$ cat src/rtl/timer_pkg.sv
// Shared definitions for the timer_dev peripheral: bus offsets, CTRL bit
// positions, mode encodings and the timer state enum.
package timer_pkg;

  localparam logic [1:0] OFF_CTRL   = 2'd0;
  localparam logic [1:0] OFF_PRESET = 2'd1;
  localparam logic [1:0] OFF_COUNT  = 2'd2;

  localparam int unsigned CTRL_ENABLE  = 0;
  localparam int unsigned CTRL_MODE_LO = 1;
  localparam int unsigned CTRL_MODE_HI = 2;
  localparam int unsigned CTRL_IM      = 3;

  localparam logic [1:0] MODE_ONESHOT = 2'd0;
  localparam logic [1:0] MODE_RELOAD  = 2'd1;

  typedef enum logic [1:0] {
    ST_IDLE,
    ST_LOAD,
    ST_CNT,
    ST_INT
  } timer_state_e;

endpackage

$ cat src/rtl/timer_dev.sv
// Programmable down-counting timer with masked, registered interrupt output.
// Define TIMER_AUTORELOAD_EN to implement mode 1 (periodic auto-reload).
module timer_dev #(
  parameter int unsigned COUNT_W = 32
) (
  input  logic        clk,
  input  logic        reset,
  input  logic [1:0]  addr,
  input  logic        we,
  input  logic [31:0] din,
  output logic [31:0] dout,
  output logic        irq
);
  import timer_pkg::*;

  timer_state_e         state, state_next;
  logic                 ctrl_en;
  logic [1:0]           ctrl_mode;
  logic                 ctrl_im;
  logic [COUNT_W-1:0]   preset;
  logic [COUNT_W-1:0]   count;
  logic                 flag;
  logic                 wr_ctrl, wr_preset, reload_mode;
  logic                 do_load, do_dec, set_flag, int_done;

  assign wr_ctrl   = we && (addr == OFF_CTRL);
  assign wr_preset = we && (addr == OFF_PRESET);

`ifdef TIMER_AUTORELOAD_EN
  always_ff @(posedge clk) begin
    if (reset)
      ctrl_mode <= '0;
    else if (wr_ctrl)
      ctrl_mode <= din[CTRL_MODE_HI:CTRL_MODE_LO];
  end

  // Modes 2 and 3 fall back to one-shot behaviour.
  assign reload_mode = (ctrl_mode == MODE_RELOAD);
`else
  assign ctrl_mode   = '0;
  assign reload_mode = 1'b0;
`endif

  always_ff @(posedge clk) begin
    if (reset)
      state <= ST_IDLE;
    else
      state <= state_next;
  end

  always_comb begin
    state_next = state;
    case (state)
      ST_IDLE: if (ctrl_en) state_next = ST_LOAD;
      ST_LOAD: state_next = ST_CNT;
      ST_CNT: begin
        if (!ctrl_en)
          state_next = ST_IDLE;
        else if (count == '0)
          state_next = ST_INT;
      end
      ST_INT:  state_next = reload_mode ? ST_LOAD : ST_IDLE;
      default: state_next = ST_IDLE;
    endcase
  end

  always_comb begin
    do_load  = (state == ST_LOAD);
    do_dec   = (state == ST_CNT) && ctrl_en && (count != '0);
    set_flag = (state == ST_CNT) && ctrl_en && (count == '0);
    int_done = (state == ST_INT);
  end

  always_ff @(posedge clk) begin
    if (reset) begin
      ctrl_en <= 1'b0;
      ctrl_im <= 1'b0;
      preset  <= '0;
      count   <= '0;
      flag    <= 1'b0;
      irq     <= 1'b0;
    end else begin
      // A software CTRL write overrides the hardware one-shot ENABLE clear.
      if (wr_ctrl) begin
        ctrl_en <= din[CTRL_ENABLE];
        ctrl_im <= din[CTRL_IM];
      end else if (int_done && !reload_mode) begin
        ctrl_en <= 1'b0;
      end

      if (wr_preset)
        preset <= din[COUNT_W-1:0];

      if (do_load)
        count <= preset;
      else if (do_dec)
        count <= count - COUNT_W'(1);

      if (set_flag)
        flag <= 1'b1;
      else if (wr_ctrl || wr_preset || (int_done && reload_mode))
        flag <= 1'b0;

      irq <= flag & ctrl_im;
    end
  end

  always_comb begin
    dout = '0;
    case (addr)
      OFF_CTRL: begin
        dout[CTRL_ENABLE]                = ctrl_en;
        dout[CTRL_MODE_HI:CTRL_MODE_LO]  = ctrl_mode;
        dout[CTRL_IM]                    = ctrl_im;
      end
      OFF_PRESET: dout = 32'(preset);
      OFF_COUNT:  dout = 32'(count);
      default:    dout = '0;
    endcase
  end

endmodule

$ cat config.mk
export PLATFORM = sky130hd
export DESIGN_NAME = timer_dev
export DESIGN_NICKNAME = d
export VERILOG_FILES = /design/src/rtl/timer_pkg.sv /design/src/rtl/timer_dev.sv
export SDC_FILE = /design/constraint.sdc
export NUM_CORES = 1
export LEC_CHECK = 0
export ABC_CLOCK_PERIOD_IN_PS = 2900
export CORE_MARGIN = 3
export CORE_UTILIZATION = 53
export DETAILED_ROUTE_END_ITERATION = 10
export PLACE_DENSITY = 0.88
export SLEW_MARGIN = 40
export SYNTH_ARGS = -nofsm -noshare
export SYNTH_HDL_FRONTEND = slang
export SYNTH_SLANG_ARGS = --single-unit
$ cat constraint.sdc
create_clock -name clk -period 2.9 [get_ports clk]
set_input_delay 0.435 -clock clk [delete_from_list [all_inputs] [get_ports clk]]
set_output_delay 0.435 -clock clk [all_outputs]
set_load 0.05 [all_outputs]
==> metrics.txt <==
synthesized flop and latch total 70; ys flop type dfxtp_1; total CTS buffers 9; minimum clock period 2.53 ns; CP Launch Type flop; post-route worst setup slack 0.373 ns; Chip Width 91.4 µm; first-pass GRT wire length 19600 µm; post-synth cell types 62; DR vias/cell 6.48; Relative slew margins 0.565; initial core utilization 0.556; DR iter-0 viols 730; Final Skew 0.00584 ns; YS warnings 0; drt wl/cell 18.6 µm; Synth Cell Area 3860 µm²; status finished, final reports clean; ant diodes 0; fill count 486; largest net degree at the start of global routing 36; area leader, netlist dfxtp_1; Gate Count Post-Synth 490; Setup Buffers After CTS 0; post-synth top area share 0.363; Root Driver clkbuf_8; Max Root-Sink Buffers 2; clk slew on worst S/H paths 0.08 ns; WS Path Type flop to flop; Synth area leaders dfxtp_1 (36%), nand2_1 (9.1%), a21oi_1 (6.9%); Post-Route WL 12200 µm; Internal 1.41 mW; Synth Area per Inst 7.88 µm²; I/O pin cnt 70; Critical Path AT 2.80 ns; crit path capture type flop; asr flop ratio synth 0; Final period util 0.871; met3 wire length 1470 µm; setup TNS 0 ns; Die Area 8350 µm²; Post-CTS Hold Buffers 0; RSZ-0062 raised after global routing false; clock latency on the worst-skew pair 0.34 ns; TritonCTS clock tree done; post-DP HPWL 8660 µm; clock share of power 0.361; net switching power 0.553 mW; core area 6940 µm²; Worst IR Drop VDD 0.000284 V; vias in the first global route 3973; highest metal used met4; Syn Nets 532; Total GRT Usage 0.289; Final GP Congestion 0.999; routed wl met2 5600 µm; Nets 595; Post-synth EDFFs 0; Slew Viols, Final 0; via count 4232; Clock Sink Count 70; share of layout cells above drive strength 1 0.156; num rows 30; Hold Path Class flop to flop; met1 WL 4730 µm; Critical Path RT 3.18 ns; Net Sw Frac 0.282; most common cell in the netlist nand2_1; IO Port Bufs 69; Fin. Hold Viols 0; power per cell area 377 nW/µm²; # Max-Cap Violations 0; endpoints failing setup 0; Max Fanout on Critical Path 12; part of the power in combinational logic 0.129; Synth top cells by count nand2_1 (94), dfxtp_1 (70), a21oi_1 (53); Fmax 0.396 GHz; Area growth syn-to-layout 34.5%; antenna violations before repair 0; post-synthesis sequential area ratio 0.363; H-tree levels 3; pre-CTS setup slack 0.433 ns; worst-margin pin slew 0.652 ns; residual DRC count 0; drt first pass iters 8; Detail Route Antenna Nets 0; GR Overflow Total 0; # resized after CTS 0; leak pwr 1.83 nW; die span in y 91.4 µm; Flop pwr share 0.510; Power, Total 1.96 mW
==> registers in the layout, summed over array words and instances, names as in the netlist <==
name / cells
irq: 1
state: 2
ctrl_im: 1
count: 32
preset: 32
ctrl_en: 1
flag: 1
==> cell families (layout without fill, tap and decap cells) <==
group | after synthesis | in the layout | share of synthesized area
fa+ha+maj | 5 | 5 | 0.0162
flops | 70 | 70 | 0.363
mux | 2 | 2 | 0.00518
buf+inv | 47 | 114 | 0.0496
xor+xnor | 3 | 3 | 0.00680
compound gates | 152 | 152 | 0.278
simple gates | 211 | 211 | 0.282
==> final timing paths <==
check,to,slack (ns),cells after the start,from
max,count[2],0.37,9,count[0]
max reg2reg,count[2],0.37,9,count[0]
min reg2reg,preset[27],0.48,2,preset[27]
min,preset[27],0.48,2,preset[27]
==> worst max-delay path, cell delays in order, from the launching register on <==
cell and delay [ns]:
dfxtp_1 0.37, inv_1 0.10, ha_1 0.21, or3b_2 0.53, nor4_4 0.26, buf_4 0.20, a31oi_2 0.10, buf_4 0.21
a211o_1 0.32, a21oi_1 0.14
==> power groups by stage <==
stage	registers [mW]	clock network [mW]	logic (mW)
global placement	1.02	0	0.242
CTS	0.997	0.706	0.249
global route	1.00	0.746	0.269
detailed placement	1.02	0	0.248
floorplan	1.01	0	0.134
finish	0.999	0.707	0.253
==> layout make-up <==
| type | count | area (µm²) | share of cell area |
|---|---|---|---|
| Multi-Input combinational cell | 373 | 2270 | 0.437 |
| Sequential cell | 70 | 1400 | 0.270 |
| Timing Repair Buffer | 92 | 1200 | 0.232 |
| Clock buffer | 9 | 124 | 0.0238 |
| Tap cell | 96 | 120 | 0.0231 |
| Clock inverter | 6 | 47.5 | 0.00915 |
| Inverter | 7 | 26.3 | 0.00506 |
==> layer usage <==
metal | track usage | up-vias
li1 | - | 1933
met2 | 0.451 | 273
met3 | 0.0721 | 47
met1 | 0.391 | 1979
met5 | 0 | -
met4 | 0.0942 | 0
==> layout by cell type (no fill, tap or decap), types with 3 or more instances in the layout <==
master / count
nor4_4: 3
o21ai_0: 5
dfxtp_1: 70
nor2b_1: 28
nor3_1: 7
a32oi_1: 5
nor2_1: 21
o211ai_1: 8
a2bb2oi_1: 4
a22oi_1: 34
clkdlybuf4s50_1: 36
buf_4: 21
o311ai_0: 6
a31oi_1: 14
clkbuf_8: 9
clkinvlp_4: 4
buf_12: 34
ha_1: 5
or3_1: 7
or4_1: 7
a21oi_1: 53
nor4_1: 7
and3_1: 3
nand3_1: 17
nand2_1: 94
inv_1: 7
==> metrics by stage <==
stage	cell area (µm²)	hold slack [ns]	utilization	instances
2_1_floorplan	3860	0.445	-	490
3_3_place_gp	5020	0.464	0.723	638
3_5_place_dp	5020	0.468	0.723	638
4_1_cts	5190	0.480	0.748	653
5_1_grt	5190	0.494	0.748	653
6_report	5190	0.479	0.748	653
Power figures use the tool's default switching activity.
